<file path="config.mk">
export PLATFORM = sky130hd
export DESIGN_NAME = nibble_serial_adder
export DESIGN_NICKNAME = d
export VERILOG_FILES = /design/src/rtl/nibble_serial_adder.sv
export SDC_FILE = /design/constraint.sdc
export NUM_CORES = 1
export LEC_CHECK = 0
export ABC_AREA = 1
export BUFFER_PORTS_ARGS = -buffer_cell sky130_fd_sc_hd__buf_2
export CAP_MARGIN = 30
export CORE_ASPECT_RATIO = 0.7
export CORE_MARGIN = 2
export CORE_UTILIZATION = 49
export DETAILED_ROUTE_END_ITERATION = 10
export GPL_TIMING_DRIVEN = 0
export PLACE_DENSITY = 0.76
export SLEW_MARGIN = 25
export SYNTH_ARGS = -nofsm -noshare
export SYNTH_HDL_FRONTEND = slang
export SYNTH_SLANG_ARGS = --single-unit
</file>
<file path="constraint.sdc">
create_clock -name clk -period 1.35 [get_ports clk]
set_input_delay 0.27 -clock clk [delete_from_list [all_inputs] [get_ports clk]]
set_output_delay 0.27 -clock clk [all_outputs]
set_load 0.01 [all_outputs]
</file>
<file path="src/rtl/nibble_serial_adder.sv">
`default_nettype none
// ============================================================================
// Module   : nibble_serial_adder (with cla4_slice)
// Brief    : Multi-cycle WIDTH-bit adder. Operands stream one nibble per
//            clock through a single 4-bit carry-lookahead slice. The ripple
//            carry between nibbles is resolved from the slice's group p/g.
// Revision : 1.0 - initial release
// ============================================================================

// 4-bit carry-lookahead slice: sum nibble plus group propagate/generate.
module cla4_slice (
  input  logic [3:0] a,
  input  logic [3:0] b,
  input  logic       c,
  output logic [3:0] s,
  output logic       p,
  output logic       g
);
  logic [3:0] w_p;
  logic [3:0] w_g;
  logic [3:0] w_c;

  assign w_p = a ^ b;
  assign w_g = a & b;

  // Internal carries are computed in lookahead form, not rippled.
  assign w_c[0] = c;
  assign w_c[1] = w_g[0] | (w_p[0] & c);
  assign w_c[2] = w_g[1] | (w_p[1] & w_g[0]) | (w_p[1] & w_p[0] & c);
  assign w_c[3] = w_g[2] | (w_p[2] & w_g[1]) | (w_p[2] & w_p[1] & w_g[0])
                | (w_p[2] & w_p[1] & w_p[0] & c);

  assign s = w_p ^ w_c;
  assign p = &w_p;
  assign g = w_g[3] | (w_p[3] & w_g[2]) | (w_p[3] & w_p[2] & w_g[1])
           | (w_p[3] & w_p[2] & w_p[1] & w_g[0]);
endmodule

module nibble_serial_adder #(
  parameter int WIDTH = 16
) (
  input  logic             clk,
  input  logic             rst,
  input  logic             start,
  input  logic [WIDTH-1:0] a,
  input  logic [WIDTH-1:0] b,
  input  logic             cin,
  output logic             busy,
  output logic             done,
  output logic [WIDTH-1:0] sum,
  output logic             cout,
  output logic             ovf
);
  localparam int N  = WIDTH / 4;
  localparam int CW = (N > 1) ? $clog2(N) : 1;
  localparam logic [CW-1:0] LAST_NIB = CW'(N - 1);

  typedef enum logic [1:0] {
    S_IDLE = 2'd0,
    S_RUN  = 2'd1,
    S_DONE = 2'd2
  } state_t;

  state_t           state_q,  state_d;
  logic [WIDTH-1:0] a_sh_q,   a_sh_d;
  logic [WIDTH-1:0] b_sh_q,   b_sh_d;
  logic [WIDTH-1:0] sum_sh_q, sum_sh_d;
  logic [WIDTH-1:0] sum_q,    sum_d;
  logic [CW-1:0]    cnt_q,    cnt_d;
  logic             c_q,      c_d;
  logic             cout_q,   cout_d;
  logic             ovf_q,    ovf_d;
  logic             a_msb_q,  a_msb_d;
  logic             b_msb_q,  b_msb_d;

  logic [3:0] w_slice_s;
  logic       w_slice_p;
  logic       w_slice_g;
  logic       w_c_next;

  cla4_slice u_slice (
    .a (a_sh_q[3:0]),
    .b (b_sh_q[3:0]),
    .c (c_q),
    .s (w_slice_s),
    .p (w_slice_p),
    .g (w_slice_g)
  );

  // Carry into the next nibble from the slice's group propagate/generate.
  assign w_c_next = w_slice_g | (w_slice_p & c_q);

  assign sum  = sum_q;
  assign cout = cout_q;
  assign ovf  = ovf_q;

  // Next-state, datapath updates and status outputs for the sequencing FSM.
  always_comb begin
    state_d  = state_q;
    a_sh_d   = a_sh_q;
    b_sh_d   = b_sh_q;
    sum_sh_d = sum_sh_q;
    sum_d    = sum_q;
    cnt_d    = cnt_q;
    c_d      = c_q;
    cout_d   = cout_q;
    ovf_d    = ovf_q;
    a_msb_d  = a_msb_q;
    b_msb_d  = b_msb_q;
    busy     = 1'b0;
    done     = 1'b0;

    case (state_q)
      S_IDLE, S_DONE: begin
        done = (state_q == S_DONE);
        if (start) begin
          // Accepting edge: capture operands; sum/cout/ovf keep last result.
          a_sh_d   = a;
          b_sh_d   = b;
          c_d      = cin;
          cnt_d    = '0;
          sum_sh_d = '0;
          a_msb_d  = a[WIDTH-1];
          b_msb_d  = b[WIDTH-1];
          state_d  = S_RUN;
        end else begin
          state_d  = S_IDLE;
        end
      end

      S_RUN: begin
        busy     = 1'b1;
        a_sh_d   = a_sh_q >> 4;
        b_sh_d   = b_sh_q >> 4;
        sum_sh_d = {w_slice_s, sum_sh_q[WIDTH-1:4]};
        c_d      = w_c_next;
        if (cnt_q == LAST_NIB) begin
          // Last nibble: publish the result directly, no extra stage.
          sum_d   = {w_slice_s, sum_sh_q[WIDTH-1:4]};
          cout_d  = w_c_next;
          ovf_d   = (a_msb_q == b_msb_q) && (w_slice_s[3] != a_msb_q);
          state_d = S_DONE;
        end else begin
          cnt_d   = cnt_q + CW'(1);
        end
      end

      default: begin
        state_d = S_IDLE;
      end
    endcase
  end

  // State and datapath registers; reset discards any in-flight operation.
  always_ff @(posedge clk) begin
    if (rst) begin
      state_q  <= S_IDLE;
      a_sh_q   <= '0;
      b_sh_q   <= '0;
      sum_sh_q <= '0;
      sum_q    <= '0;
      cnt_q    <= '0;
      c_q      <= 1'b0;
      cout_q   <= 1'b0;
      ovf_q    <= 1'b0;
      a_msb_q  <= 1'b0;
      b_msb_q  <= 1'b0;
    end else begin
      state_q  <= state_d;
      a_sh_q   <= a_sh_d;
      b_sh_q   <= b_sh_d;
      sum_sh_q <= sum_sh_d;
      sum_q    <= sum_d;
      cnt_q    <= cnt_d;
      c_q      <= c_d;
      cout_q   <= cout_d;
      ovf_q    <= ovf_d;
      a_msb_q  <= a_msb_d;
      b_msb_q  <= b_msb_d;
    end
  end
endmodule
`default_nettype wire
</file>
After elaboration in Yosys (flattened, before gate mapping)

Index checks and enable logic that the tools add are counted.

Input port bits: 36
Output and inout bits: 20
Register bits after elaboration: 73
Logic and storage cells: 73

Mux-type cells: 16
Bitwise logic cells: 28
Equal/unequal tests: 8
Add/sub/neg operators: 1
Reductions and logical operators: 9

Operator list:

| cell                  | count |
|---|---|
| $pmux W16 S2          | 3 |
| $mux W16              | 3 |
| $and A1 B1 Y1         | 15 |
| $or A1 B1 Y1          | 10 |
| $pmux W2 S2           | 2 |
| $xor A4 B4 Y4         | 2 |
| $mux W2               | 3 |
| $ne A2 B2 Y1 const B  | 3 |
| $reduce_and A2 Y1     | 3 |
| $and A4 B4 Y4         | 1 |
| $eq A2 B2 Y1 const B  | 2 |
| $mux W1               | 4 |
| $reduce_and A4 Y1     | 1 |
| $reduce_and A3 Y1     | 1 |
| $add A2 B1 Y2 const B | 1 |
| $eq A2 B1 Y1 const B  | 1 |
| $logic_not A2 Y1      | 1 |
| $pmux W1 S2           | 1 |
| $reduce_bool A2 Y1    | 1 |
| $reduce_or A2 Y1      | 1 |
| $eq A1 B1 Y1          | 1 |
| $logic_and A1 B1 Y1   | 1 |
| $ne A1 B1 Y1          | 1 |

Logic depth before layout (Yosys ltp)

Word-level depth: 8
Mapped depth: 10
Gate-level depth less buffers: 10

Hierarchy

From an unflattened synthesis, not the netlist that was laid out.

Cells, all modules: 480
Area total of the unflattened synthesis: 3,294.4 µm²

Modules (own cells, without submodules):

| module              | seq. area each (µm²) | cells an instance | area an instance (µm²) | instances |
|---|---|---|---|---|
| nibble_serial_adder | 1,381.3              | 448               | 3,093.0                | 1 |
| cla4_slice          | 0.0                  | 32                | 201.4                  | 1 |

Worst setup path after synthesis

Ideal clock, no wire load.

Path type: reg-to-reg
From: register a_sh_q[2]
To: register c_q
Data required time: 1.222 ns
Cell stages (with the launch flop): 9
Buffers on the path: 0
Arrival: 1.276 ns
Period minus slack after synthesis: 1.404 ns
Library setup time: 0.128 ns
Setup slack: -0.054 ns
Cells stage by stage: dfxtp_1 -> ha_1 -> or2_0 -> nand2_1 -> nand2_1 -> nand2_1 -> nand2_1 -> a21oi_1 -> nor2_1

Word-level cells in the longest chain between the ends: 7
Elaborated cells on any way between the ends: 14
Classes of those cells: 1 x mux; 12 x bitwise; 1 x reduce/logical

RTL lines:

| what                                                  | line   | RTL |
|---|---|---|
| start: declaration                                    | 65     | `logic [WIDTH-1:0] a_sh_q, a_sh_d;` |
| start signal: assignment                              | 170    | `a_sh_q <= a_sh_d;` |
| $and A4 B4 Y4 / $xor A4 B4 Y4 (equally long branches) | 24, 23 |  |
| $and A1 B1 Y1, on equally long branches               | 35, 36 |  |
| $or A1 B1 Y1 (tied with other cells)                  | 35     | `assign g = w_g[3] \| (w_p[3] & w_g[2]) \| (w_p[3] & w_p[2] & w_g[1])` |
| $or A1 B1 Y1 / $and A1 B1 Y1 (equally long branches)  | 35, 36 |  |
| $or A1 B1 Y1                                          | 36     | `\| (w_p[3] & w_p[2] & w_p[1] & w_g[0]);` |
| $or A1 B1 Y1 (*)                                      | 91     | `assign w_c_next = w_slice_g \| (w_slice_p & c_q);` |
| $pmux W1 S2 (*)                                       | 113    | `case (state_q)` |
| end signal: assignment                                | 163    | `c_q <= 1'b0;` |
| end signal: assignment                                | 175    | `c_q <= c_d;` |
| end: declaration                                      | 70     | `logic c_q, c_d;` |

Mark *: on every way between the ends. The rest lies on a longest branch, timed or not.
A chain may end at the register's enable or synchronous reset.

Worst setup path after layout

Ends and elaborated chain as after synthesis.

==> metrics.cfg <==
[cts]
root_buffer=clkbuf_8
clock_latency_ps=340
holdBufCountCts=0
cts_tree=yes
cts_buffers=9
clk_path_buf_depth=2
clkTransAtPathRegs_ps=70
htreeDepth=3
cts_num_sinks=69

[finish]
area.growth.synth_to_final_pct=28.1
fin_util_pct=66.3
nets=454
final_layout_size_suffix_gt1_share_pct=30.9
finalNonFillerCells=489
diodes=0

[timing]
period_needed_ps=1420
max_clock_freq_ghz=0.705
finalSetupViolCount=16
finClkSkew_ps=4.40
finalSetupTns_ps=-411
finalHoldViolCount=0
tightest_slew_ps=488
period_share_pct=105
postLayoutSetupSlackWorst_ps=-68.7
rsz0062_at_grt=true
slew_viol_final=0
slew_headroom_pct=67.5

[place]
dp_hpwl_um=5030
gp_congestion=0.847
dpl.cell_count=467
portBuffers=54

[routing]
routed_via_density=5.45
wl_per_cell_um=14.5
drt_wl_total_um=7100
drtAntennaViolNets=0
vias=2665
drt_iter0_drc=179
dr.pass1.iters=5
drc_errors=0

[yosys]
syn_avg_cell_area_um2=8.15
synth-seq-cells=69
synth.top_cell.area_share_pct=49.7
yosysWarnings=0
syn_inst=341
synth_seq_area_share_pct=49.7
post_synth_main_area_contributors=dfxtp_1 50%, nand2_1 11%, o221ai_1 7.6%, nor2_1 5.0%, a21oi_1 4.7%
syn-cell-area_um2=2780
synth_top_area_cell=dfxtp_1
ys_types=26
synth_nets=383

[critical_path]
r2r_start=a_sh_q[2]$_SDFFE_PP0P_
crit_chain=ha_4 -> or2_0 -> nand2_2 -> nand2_2 -> nand2_4 -> nand2_4 -> a21oi_2 -> nor2_1
path_delay_family=simple AND/OR/NAND/NOR gates
crit_slowest_cell=dfxtp_2
required_ps=1560
worstSetupStartpointType=flop
critPathBufInv=0
worstPathArrival_ps=1630
end_kind=flop
crit_fanout=3
cpPeakStageDelay_ps=350
rr_worst_depth=8
critical_path_class=reg -> reg
reg2reg_to=c_q$_SDFFE_PP0P_
reg2reg_slack_ps=-70

[grt]
grt_busiest_layer=met2
gr-total-overflow=0
antenna_found_initial=0
grt_pass1_vias=2294
track_usage_pct=23.5
use_met1_pct=33.0
grt_max_degree=11
grt_use_met3_pct=5.66
grt_pass1_wl_um=11000
grt_use_met2_pct=34.2

[hold_path]
min-delay-start=b[9]
holdPathEnd=b_sh_q[9]$_SDFFE_PP0P_
worstHoldPathType=in -> reg
whs_path_depth=3

[die]
num_io_pins=56
die_x_um=94.0
num_rows=22
die_h_um=67.0
core_area_um2=5370
initial_core_util_pct=51.8
die-area_um2=6300

[outcome]
outcome=complete, but fails checks
violations=setup timing

[power_and_ir_drop]
powerDensity_nw_per_um2=1250
power.leakage_uw=0.00159
vdd_drop_max_mv=0.724
finalPower_uw=4460

[flow_run]
cap_violations=0

-- synthesized netlist by cell type --
cell type  instances
inv_2              6
o21bai_1           1
dfxtp_1           69
a21oi_1           26
nand4_1            1
nor2_4             2
o21ai_0            6
nand2_4            1
o211ai_1           1
xor2_1             2
nand2_1           79
buf_4              9
nor3_1            24
ha_1               5
or2_0              1
nor2_1            37
clkbuf_1           4
inv_1             11
buf_2              9
fa_1               1
inv_4              1
o221ai_1          24
o21a_1             2
nand3b_1           1
nand3_1           17
o21ai_1            1
-- cell families after synthesis --
logic type / after synthesis / synth area share [%]
DFF: 69 / 49.7
adders and majority gates: 6 / 2.97
and+or+nand+nor: 163 / 25.0
AOI/OAI and AO/OA: 61 / 14.6
buffers and inverters: 40 / 7.11
xor gates and xnor gates: 2 / 0.630
-- state kept, by name, summed over array words and instances (netlist names) --
register / count
a_sh_q: 16
b_sh_q: 16
sum: 16
sum_sh_q: 12
cnt_q: 2
state_q: 2
a_msb_q: 1
b_msb_q: 1
c_q: 1
cout: 1
ovf: 1
-- worst max path at each step --
stage,start,endpoint,depth (start not counted)
3_3_place_gp,a_sh_q[2]$_SDFFE_PP0P_,c_q$_SDFFE_PP0P_,8
3_5_place_dp,a_sh_q[2]$_SDFFE_PP0P_,c_q$_SDFFE_PP0P_,8
5_1_grt,state_q[0]$_SDFFE_PP0P_,sum[4]$_SDFFE_PP0P_,9
6_report,a_sh_q[2]$_SDFFE_PP0P_,c_q$_SDFFE_PP0P_,8
4_1_cts,a_sh_q[2]$_SDFFE_PP0P_,c_q$_SDFFE_PP0P_,8
2_1_floorplan,a_sh_q[2]$_SDFFE_PP0P_,c_q$_SDFFE_PP0P_,8
-- stage by stage --
| stage | instance area (um^2) | hold WS, ps | worst slack, ps |
|---|---|---|---|
| after CTS | 3400 | 147 | -51.9 |
| after global placement | 3170 | 442 | -128 |
| after global routing | 3560 | 152 | -129 |
| final | 3560 | 155 | -68.7 |
| after floorplan | 2810 | 412 | 12.8 |
| after detailed placement | 3170 | 454 | -169 |
-- power breakdown --
part	switching (uW)	internal, uW
sequential	101	2160
clock	706	768
combinational	411	311
-- worst min-delay path, delay by kind of cell --
kind | cells | cell delay [ps]
AND/OR/NAND/NOR | 2 | 120
buffers and inverters | 1 | 70
-- per-layer routing --
layer	vias to the layer above	routed length, um
met5	-	0
met4	0	133
met3	18	614
met2	110	3010
met1	1241	3350
li1	1296	-
-- placed cells by master (no fill, tap or decap), drive strengths merged --
master / count
o21a: 2
clkinv: 1
buf: 78
fa: 1
a21oi: 26
nand3b: 1
o221ai: 24
xor2: 2
inv: 18
dfxtp: 69
or2: 1
nand4: 1
ha: 5
nor2: 39
o21bai: 1
o211ai: 1
clkbuf: 19
nand2: 80
nand3: 17
nor3: 24
o21ai: 7
-- cell type report --
cell class              instances  area [um^2]
fillers                       469         1810
flip-flops and latches         69         1390
multi-input cells             232         1330
repair buffers                 60          320
plain buffers                  22          174
clock buffers                  15          166
well taps                      72         90.1
inverters                      18         80.1
clock inverters                 1         5.00
-- repair_timing --
| item | 4_1_cts | 5_1_grt |
|---|---|---|
| gates cloned | 0 | 2 |
| setup buffers | 3 | 1 |
| pin swaps | 8 | 11 |
| endpoints found under the setup margin | 6 | 58 |
| resized for setup | 17 | 33 |
Note: power is estimated with default switching activity, not from simulation.
